**src/rtl/fifo_byte_packer.sv**
```systemverilog
// rtl/fifo_byte_packer.sv - pops bytes from an upstream FIFO and packs them into wide words
// A flush pushes out a partially filled word; output uses a valid/ready handshake.
module fifo_byte_packer #(
    parameter int width = 8,
    parameter int bytes = 2
) (
    input  logic                         clk,
    input  logic                         reset,
    input  logic                         empty,
    input  logic [width-1:0]             fifoData,
    output logic                         read,
    input  logic                         flush,
    output logic [width*bytes-1:0]       outData,
    output logic [$clog2(bytes+1)-1:0]   outCount,
    output logic                         outValid,
    input  logic                         outReady
);
    localparam int CW = $clog2(bytes + 1);
    localparam int SW = CW + 1;
    localparam int LW = $clog2(bytes);

    typedef enum logic {FILL, HOLD} state_t;

    state_t          state;
    logic [CW-1:0]   cnt;
    logic [CW-1:0]   cnt_inc;
    logic            pending;
    logic            flushReq;
    logic [SW-1:0]   fill_sum;
    logic [LW-1:0]   lane;

    // One extra bit so cnt plus an in-flight pop can never wrap.
    assign fill_sum = SW'(cnt) + SW'(pending);
    assign cnt_inc  = cnt + CW'(1);
    assign lane     = cnt[LW-1:0];

    assign read = (state == FILL) & ~empty & ~flushReq & ~flush
                & (fill_sum < SW'(bytes)) & ~reset;

    always_ff @(posedge clk or posedge reset) begin
        if (reset) begin
            state    <= FILL;
            cnt      <= '0;
            pending  <= 1'b0;
            flushReq <= 1'b0;
            outData  <= '0;
            outCount <= '0;
            outValid <= 1'b0;
        end else if (state == FILL) begin
            pending <= read;
            if (pending) begin
                outData[int'(lane)*width +: width] <= fifoData;
                cnt <= cnt_inc;
                if (cnt_inc == CW'(bytes)) begin
                    // A completing capture wins over a simultaneous flush.
                    state    <= HOLD;
                    outValid <= 1'b1;
                    outCount <= CW'(bytes);
                    flushReq <= 1'b0;
                end else if (flush) begin
                    flushReq <= 1'b1;
                end
            end else if (flushReq) begin
                if (cnt != '0) begin
                    state    <= HOLD;
                    outValid <= 1'b1;
                    outCount <= cnt;
                end else begin
                    flushReq <= 1'b0;
                end
            end else if (flush) begin
                flushReq <= 1'b1;
            end
        end else begin
            if (outReady) begin
                state    <= FILL;
                cnt      <= '0;
                flushReq <= 1'b0;
                outValid <= 1'b0;
                outData  <= '0;
                outCount <= '0;
            end
        end
    end
endmodule
```
**config.mk**
```make
export PLATFORM = sky130hd
export DESIGN_NAME = fifo_byte_packer
export DESIGN_NICKNAME = d
export VERILOG_FILES = /design/src/rtl/fifo_byte_packer.sv
export SDC_FILE = /design/constraint.sdc
export NUM_CORES = 1
export LEC_CHECK = 0
export ABC_AREA = 1
export BUFFER_PORTS_ARGS = -buffer_cell sky130_fd_sc_hd__buf_4
export CAP_MARGIN = 30
export CORE_MARGIN = 2
export CORE_UTILIZATION = 44
export CTS_CLUSTER_DIAMETER = 80
export DETAILED_ROUTE_END_ITERATION = 10
export GPL_TIMING_DRIVEN = 0
export HOLD_SLACK_MARGIN = 0.15
export PLACE_DENSITY = 0.75
export SLEW_MARGIN = 20
export SYNTH_ARGS = -nofsm -noshare
export SYNTH_HDL_FRONTEND = slang
export SYNTH_SLANG_ARGS = --single-unit
```
**constraint.sdc**
```tcl
create_clock -name clk -period 2.2 [get_ports clk]
set_input_delay 0.44 -clock clk [delete_from_list [all_inputs] [get_ports clk]]
set_output_delay 0.44 -clock clk [all_outputs]
set_load 0.01 [all_outputs]
```
==> flow_summary_export.csv, run 1 <==
group,metric,value,unit
worst_setup_path,cp.arrival,1.47,ns
clock_network,clk_pin_slew,0.14,ns
timing,drv_slew,0,
status,run_status,"finished, final reports clean",
cells_and_area,final-seq-area,601,um^2
cells_and_area,drive_gt1_share,30.3,%
worst_setup_path,worstPathRequired,1.76,ns
worst_setup_path,r2r_slack,0.80,ns
synthesis,synthMuxAreaShare,0,%
synthesis,yosysWarnings,0,
worst_setup_path,rr_endpoint,"outCount[1]",
detailed_routing,vias_per_cell,5.14,
synthesis,synthAdderAreaFrac,2.09,%
worst_setup_path,crit_path_start_kind,"flip-flop",
floorplan,ios,33,
clock_network,clock_latency,0.32,ns
timing,finClkSkew,0.00663,ns
floorplan,dieArea,3160,um^2
floorplan,coreArea,2520,um^2
cells_and_area,multiInputGateArea,508,um^2
detailed_routing,drc,0,
worst_setup_path,cpMaxStageDelayCell,"dfrtp_1",
global_routing,use_met1,23.4,%
floorplan,die_w,56.2,um
clock_network,ctsResizeCount,0,
worst_hold_path,min_path_type,"in -> async",
synthesis,netlist_area,1200,um^2
worst_setup_path,crit_type,"reg -> out",
worst_setup_path,crit_chain,"buf_6 -> inv_2 -> buf_6 -> nand3_1 -> nor2_1 -> buf_4",
worst_setup_path,max_stage_delay,0.42,ns
detailed_routing,routedWlPerCell,12.8,um
place,hpwl,1.89,mm
global_routing,antenna_found_initial,0,
cells_and_area,fillers,218,
clock_network,cts_tree,"built",
timing,rsz0062_at_grt,"false",
worst_setup_path,crit_path_end_kind,"primary output",
worst_setup_path,crit_top_cell,"buf_6",
cells_and_area,diodes,0,
worst_setup_path,cp_max_fo,10,
cells_and_area,final_common_cell,"nand2_1",
clock_network,clock_path_buffers,2,
clock_network,htreeDepth,1,
global_routing,overflow,0,
synthesis,syn_area_per_cell,8.75,um^2
place,portBuffers,32,
synthesis,syn_nets,152,
timing,finalSetupViolations,0,
global_routing,grt_max_degree,26,
power_and_ir_drop,total_power,1.87,mW
timing,hold_viol_final,0,
run,max_cap_violations,0,
detailed_routing,firstDrtPassIters,4,
worst_setup_path,r2r-start,"cnt[0]",
synthesis,synth_top_area_share,50.1,%
global_routing,grt_busiest_layer,"met2",
detailed_routing,drt_iter0_drc,39,
clock_network,clockRootBuffer,"clkbuf_4",
floorplan,start_util,47.5,%
cells_and_area,fin_nets,191,
synthesis,synthXorXnorAreaFrac,0,%
synthesis,ys_ff_latch,24,
timing,finalSetupTns,0,ns
synthesis,synth_top_family_by_area,"simple AND/OR/NAND/NOR gates",
timing,final.min_clock_period,1.91,ns
place,post-place-ws,0.0154,ns
cells_and_area,area_growth,29.6,%
synthesis,synth_area_leaders,"dfrtp_1, nand2_1, buf_6, o21ai_1, nand4_1",
global_routing,grt_pass1_wl,4.51,mm
power_and_ir_drop,p_leak,0.864,nW
timing,setup_ws,0.292,ns
global_routing,grt_pass1_vias,1042,
synthesis,synth.largest_area_cell,"dfrtp_1",
synthesis,yosys.area_share.simple,30.1,%
synthesis,ys_seq_area_share,50.1,%
detailed_routing,via_count,1053,
timing,fmax,524,MHz
clock_network,cts_made_buffers,3,
detailed_routing,routed_wl,2.62,mm
synthesis,synthCells,137,
worst_setup_path,crit_start,"state",
synthesis,synth_compound_area_share,10.2,%
power_and_ir_drop,vdd_drop_max,605,uV
clock_network,cts_sinks,24,
timing,slew_headroom,75.3,%
timing,period_share,86.7,%
detailed_routing,ant_nets,0,
place,gp_congestion,0.786,
floorplan,die_h,56.2,um
global_routing,grt_use_total,17.6,%
global_routing,met2_usage,28.4,%
floorplan,num_rows,18,
cells_and_area,layout_common_cells,"nand2_1, buf_4, dfrtp_1, inv_1, o21ai_1",
worst_setup_path,r2r_cells,8,
timing,timing.hold.ws,0.168,ns
timing,worst_pin_slew,0.370,ns
synthesis,ys_types,22,
global_routing,grtUsageMet3,2.79,%
power_and_ir_drop,p_per_area,1200,nW/um^2
worst_setup_path,endpoint,"read",
## logic make-up after synthesis
family,Yosys count
fa+ha+maj,2
buf+inv,15
flops,24
simple gates,76
compound gates,20
## state kept, by name, summed over array words and instances, names as in the netlist
signal / count
pending: 1
outData: 16
flushReq: 1
cnt: 2
outCount: 2
state: 1
outValid: 1
## worst min path at each step
stage,start,to,slack [ns],depth (start not counted)
floorplan,reset,cnt[0],0.46,1
global placement,outCount[1],outCount[1],0.46,2
detailed placement,outCount[1],outCount[1],0.47,2
CTS,flush,flushReq,0.32,3
global route,reset,outData[12],0.19,3
finish,reset,outData[12],0.17,3
## Yosys cell counts
cell,count
o22ai_1,1
o21ai_1,8
nand3_4,1
inv_1,8
nor2_1,7
inv_2,2
buf_6,4
o21ai_4,1
nand2_2,1
o21ai_0,7
ha_1,2
nor2_4,2
o21ai_2,2
buf_4,1
nor3_4,1
nand3_2,1
nor3_1,1
nand3_1,7
nand4_1,6
nand2_1,49
o21bai_1,1
dfrtp_1,24
## per-layer routing
| layer | vias to the layer above | share of wire, % |
|---|---|---|
| met5 | - | 0 |
| met1 | 492 | 46 |
| met4 | 0 | 1.1 |
| li1 | 525 | - |
| met3 | 6 | 4.6 |
| met2 | 30 | 49 |
## metrics by stage
step,cells,utilization [%],instance area (um^2)
final,205,61.6,1550
after global routing,205,61.6,1550
after CTS,203,60.6,1530
after detailed placement,199,58.5,1480
after global placement,199,58.5,1480
after floorplan,137,-,1200
## power breakdown
group          total [mW]  switching, mW  internal [mW]
clock               0.321          0.137          0.184
sequential          0.696         0.0984          0.597
combinational       0.850          0.483          0.367
total                1.87          0.718           1.15
## what timing repair did
| item | 4_1_cts | 5_1_grt |
|---|---|---|
| hold buffers | 0 | 1 |
| setup buffers | 0 | 0 |
| endpoints found under the hold margin | 0 | 8 |
## worst max-delay path: cells and delay by family (launching register included)
| kind | cells | cell delay (ns) |
|---|---|---|
| AND/OR/NAND/NOR | 2 | 0.22 |
| buffers and inverters | 4 | 0.51 |
| flip-flops | 1 | 0.42 |
## cell type report
cell class,instances,area share (%)
clock buffer,3,1.45
timing repair buffer,34,17.1
buffer,5,3.38
inverter,10,2.42
tap,30,2.42
clock inverter,1,1.93
multi-input combinational,98,32.7
sequential,24,38.6
Note: power is estimated with default switching activity, not from simulation.
==> inputs of run 2 (changes only) <==
Settings changed: CORE_UTILIZATION 44 to 43, PLACE_DENSITY 0.75 to 0.74.
==> flow_summary_export.csv, run 2 (synthesis gave the netlist of run 1 again) <==
group,metric,value,unit
clock_network,htreeDepth,1,
place,post-place-ws,0.00874,ns
place,portBuffers,32,
timing,fmax,527,MHz
floorplan,num_rows,19,
timing,final.min_clock_period,1.90,ns
global_routing,grt_use_total,16.9,%
worst_setup_path,cp_max_fo,10,
power_and_ir_drop,p_leak,0.860,nW
timing,finalSetupViolations,0,
detailed_routing,via_count,1017,
detailed_routing,firstDrtPassIters,4,
timing,drv_slew,0,
floorplan,coreArea,2710,um^2
clock_network,clock_path_buffers,2,
place,dpl.cell_count,200,
clock_network,cts_tree,"built",
clock_network,ctsResizeCount,0,
timing,rsz0062_at_grt,"false",
global_routing,grt_pass1_wl,4.28,mm
place,hpwl,1.90,mm
floorplan,die_h,56.8,um
status,run_status,"finished, final reports clean",
worst_setup_path,crit_buf_inv,4,
timing,setup_ws,0.302,ns
timing,slew_headroom,65.8,%
worst_setup_path,crit_type,"reg -> out",
cells_and_area,final_common_cell,"nand2_1",
power_and_ir_drop,p_per_area,1200,nW/um^2
power_and_ir_drop,vdd_drop_max,616,uV
worst_setup_path,worstPathRequired,1.76,ns
floorplan,die_w,56.8,um
cells_and_area,largest_register_ff_count,16,
global_routing,grt_pass1_vias,987,
detailed_routing,drt_iter0_drc,42,
cells_and_area,fillers,254,
cells_and_area,fin_nets,190,
cells_and_area,final_core_util,57.0,%
detailed_routing,routed_wl,2.50,mm
detailed_routing,routedWlPerCell,12.2,um
detailed_routing,vias_per_cell,4.96,
global_routing,overflow,0,
clock_network,cts_sinks,24,
clock_network,post_cts_buffers,0,
timing,period_share,86.3,%
cells_and_area,reg_top3,"outData: 16 flops, cnt: 2 flops, outCount: 2 flops",
worst_setup_path,crit_path_start_kind,"flip-flop",
detailed_routing,ant_nets,0,
place,gp_congestion,0.810,
clock_network,ctsHoldBuffers,0,
floorplan,ios,33,
cells_and_area,layout_common_cells,"nand2_1, buf_4, dfrtp_1, inv_1, o21ai_1",
timing,hold_viol_final,0,
cells_and_area,multiInputGateArea,508,um^2
worst_setup_path,crit_path_end_kind,"primary output",
floorplan,start_util,44.2,%
clock_network,clk_pin_slew,0.14,ns
timing,worst_pin_slew,0.513,ns
detailed_routing,drc,0,
cells_and_area,final_cells,205,
worst_setup_path,cp.arrival,1.46,ns
global_routing,antenna_found_initial,0,
cells_and_area,diodes,0,
cells_and_area,area_growth,28.9,%
timing,finClkSkew,0.0122,ns
clock_network,cts_made_buffers,3,
worst_setup_path,crit_top_cell,"buf_6",
worst_setup_path,critPathTopFamily,"buffers and inverters",
worst_setup_path,max_stage_delay,0.42,ns
worst_setup_path,crit_chain,"buf_6 -> inv_2 -> buf_6 -> nand3_1 -> nor2_1 -> buf_4",
floorplan,dieArea,3230,um^2
cells_and_area,drive_gt1_share,30.5,%
run,max_cap_violations,0,
worst_hold_path,min_path_type,"in -> async",
timing,finalSetupTns,0,ns
worst_setup_path,cpMaxStageDelayCell,"dfrtp_1",
clock_network,clock_latency,0.32,ns
cells_and_area,final-seq-area,601,um^2
global_routing,grt_max_degree,26,
cells_and_area,largest_register,"outData",
clock_network,clockRootBuffer,"clkbuf_4",
run 2: cell count changes in the layout (fill, tap and decap cells not counted), sizes merged:
cell | before | now
dlygate4sd3 | 1 | 0
run 2: worst paths after layout:
kind                       slack, ns  cells after the start         from          end
max                             0.30                      6        state         read
max in group asynchronous       1.60                      3        reset     flushReq
max reg2reg                     0.84                      8       cnt[0]  outCount[0]
min                             0.13                      2        reset       cnt[0]
min in group clk                0.32                      3  fifoData[7]   outData[7]
min reg2reg                     0.49                      2     outValid     outValid
run 2: report_power, final:
| group | switching, mW | internal (mW) | leakage [nW] |
|---|---|---|---|
| Sequential | 0.0999 | 0.597 | 0.322 |
| Combinational | 0.473 | 0.365 | 0.510 |
| Clock | 0.137 | 0.184 | 0.0279 |
| Total | 0.709 | 1.15 | 0.860 |
run 2: final cells by class:
| cell class | count | area share (%) |
|---|---|---|
| Clock inverter | 1 | 1.94 |
| Tap cell | 31 | 2.51 |
| Multi-Input combinational cell | 98 | 32.9 |
| Sequential cell | 24 | 38.9 |
| Clock buffer | 3 | 1.46 |
| Timing Repair Buffer | 33 | 16.5 |
| Buffer | 5 | 3.40 |
| Inverter | 10 | 2.43 |
run 2: layer usage:
metal	vias up	share of wire [%]	global-route usage [%]
li1	520	-	-
met2	28	49	27.6
met4	0	0.52	7.31
met1	467	46	22.2
met3	2	4.7	2.53
met5	-	0	0
run 2: worst reg2reg max path: cells and delay by family (launching register included):
| family | cells | cell delay, ns |
|---|---|---|
| flops | 1 | 0.47 |
| simple gates | 5 | 0.34 |
| buf+inv | 2 | 0.22 |
| fa+ha+maj | 1 | 0.22 |
run 2: stage by stage:
stage / cell area [um^2] / total power [mW] / hold WS [ns]
after global placement: 1480 / 1.53 / 0.459
after floorplan: 1200 / 1.22 / 0.463
final: 1550 / 1.86 / 0.128
after CTS: 1530 / 1.88 / 0.304
after detailed placement: 1480 / 1.55 / 0.464
after global routing: 1550 / 2.00 / 0.155
==> inputs of run 3 (changes only) <==
Settings changed: PLACE_DENSITY 0.74 to 0.68.
==> flow_summary_export.csv, run 3 (synthesis gave the netlist of run 1 again) <==
group,metric,value,unit
floorplan,coreArea,2710,um^2
worst_setup_path,crit_path_end_kind,"primary output",
cells_and_area,fin_nets,189,
timing,finClkSkew,0.00385,ns
detailed_routing,routedWlPerCell,12.4,um
worst_setup_path,crit_type,"reg -> out",
timing,period_share,86.5,%
power_and_ir_drop,p_leak,0.848,nW
detailed_routing,routed_wl,2.52,mm
clock_network,clockRootBuffer,"clkbuf_4",
timing,finalSetupTns,0,ns
floorplan,start_util,44.2,%
worst_setup_path,r2r_cells,8,
timing,final.min_clock_period,1.90,ns
detailed_routing,vias_per_cell,4.89,
run,max_cap_violations,0,
place,gp_congestion,0.806,
global_routing,overflow,0,
worst_setup_path,cp.arrival,1.46,ns
timing,fmax,526,MHz
cells_and_area,layout_common_cells,"nand2_1, buf_4, dfrtp_1, o21ai_1",
cells_and_area,final_core_util,56.6,%
floorplan,die_w,56.8,um
place,hpwl,1.92,mm
cells_and_area,final_cells,204,
clock_network,clock_latency,0.31,ns
detailed_routing,via_count,997,
global_routing,antenna_found_initial,0,
cells_and_area,drive_gt1_share,30.6,%
power_and_ir_drop,vdd_drop_max,616,uV
clock_network,clk_pin_slew,0.14,ns
status,run_status,"finished, final reports clean",
floorplan,num_rows,19,
cells_and_area,area_growth,28.0,%
worst_setup_path,crit_path_start_kind,"flip-flop",
place,dpl.cell_count,200,
floorplan,ios,33,
global_routing,grt_pass1_wl,4.47,mm
place,portBuffers,32,
clock_network,cts_sinks,24,
clock_network,cts_made_buffers,3,
worst_hold_path,min_path_type,"in -> async",
clock_network,clock_path_buffers,2,
cells_and_area,reg_top3,"outData: 16 flops, cnt: 2 flops, outCount: 2 flops",
floorplan,die_h,56.8,um
power_and_ir_drop,p_per_area,1210,nW/um^2
global_routing,grt_use_total,17.3,%
detailed_routing,drc,0,
worst_setup_path,worstPathRequired,1.76,ns
clock_network,post_cts_buffers,0,
clock_network,cts_tree,"built",
timing,finalSetupViolations,0,
cells_and_area,diodes,0,
cells_and_area,largest_register,"outData",
clock_network,htreeDepth,1,
global_routing,grt_max_degree,26,
global_routing,grt_pass1_vias,1014,
timing,drv_slew,0,
timing,rsz0062_at_grt,"false",
cells_and_area,final_common_cell,"nand2_1",
detailed_routing,drt_iter0_drc,14,
timing,hold_viol_final,0,
timing,slew_headroom,64.0,%
floorplan,dieArea,3230,um^2
detailed_routing,firstDrtPassIters,4,
timing,worst_pin_slew,0.540,ns
worst_setup_path,cp_max_fo,10,
detailed_routing,ant_nets,0,
cells_and_area,largest_register_ff_count,16,
cells_and_area,fillers,266,
## run 3: final cells by class
| cell class | instances | area [um^2] | share of cell area [%] |
|---|---|---|---|
| multi-input cells | 98 | 508 | 33.1 |
| clock inverters | 1 | 30.0 | 1.96 |
| repair buffers | 32 | 240 | 15.7 |
| plain buffers | 5 | 52.6 | 3.43 |
| inverters | 10 | 41.3 | 2.69 |
| clock buffers | 3 | 22.5 | 1.47 |
| flip-flops and latches | 24 | 601 | 39.2 |
| well taps | 31 | 38.8 | 2.53 |
## run 3: through the flow
stage / hold WS, ns / total power, mW / worst slack, ns / cell area, um^2
6_report: 0.151 / 1.85 / 0.298 / 1530
3_5_place_dp: 0.463 / 1.55 / -0.00681 / 1480
4_1_cts: 0.170 / 1.87 / 0.239 / 1530
2_1_floorplan: 0.463 / 1.22 / 0.424 / 1200
3_3_place_gp: 0.460 / 1.53 / 0.0504 / 1480
5_1_grt: 0.177 / 2.00 / 0.156 / 1530
## run 3: worst paths after layout
path | start | to | slack (ns)
min | reset | outData[13] | 0.15
max | state | read | 0.30
max reg2reg | cnt[0] | outCount[0] | 0.84
min in group clk | fifoData[0] | outData[0] | 0.33
max in group asynchronous | reset | pending | 1.73
min reg2reg | outValid | outValid | 0.49
## run 3: metal layers
| layer | part of all wire, % | global-route usage [%] | wire [um] | vias to the layer above |
|---|---|---|---|---|
| li1 | - | - | - | 515 |
| met1 | 48 | 24.5 | 1210 | 460 |
| met2 | 48 | 28.1 | 1200 | 18 |
| met3 | 3.2 | 2.30 | 80 | 4 |
| met4 | 1.2 | 3.99 | 29 | 0 |
| met5 | 0 | 0 | 0 | - |
## run 3: critical path, stage by stage, from the launching register on
cell     delay [ns]
dfrtp_1        0.43
buf_6          0.16
inv_2          0.09
buf_6          0.13
nand3_1        0.10
nor2_1         0.11
buf_4          0.13
## run 3: repair_timing
action / in CTS / in global routing
setup endpoints to repair: 1 / 0
hold buffers: 0 / 0
gates resized for setup: 1 / 0
## run 3: where the power goes
| part | total, mW | internal [mW] | switching, mW |
|---|---|---|---|
| Sequential | 0.695 | 0.597 | 0.0975 |
| Combinational | 0.836 | 0.363 | 0.473 |
| Clock | 0.322 | 0.184 | 0.138 |
| Total | 1.85 | 1.14 | 0.709 |
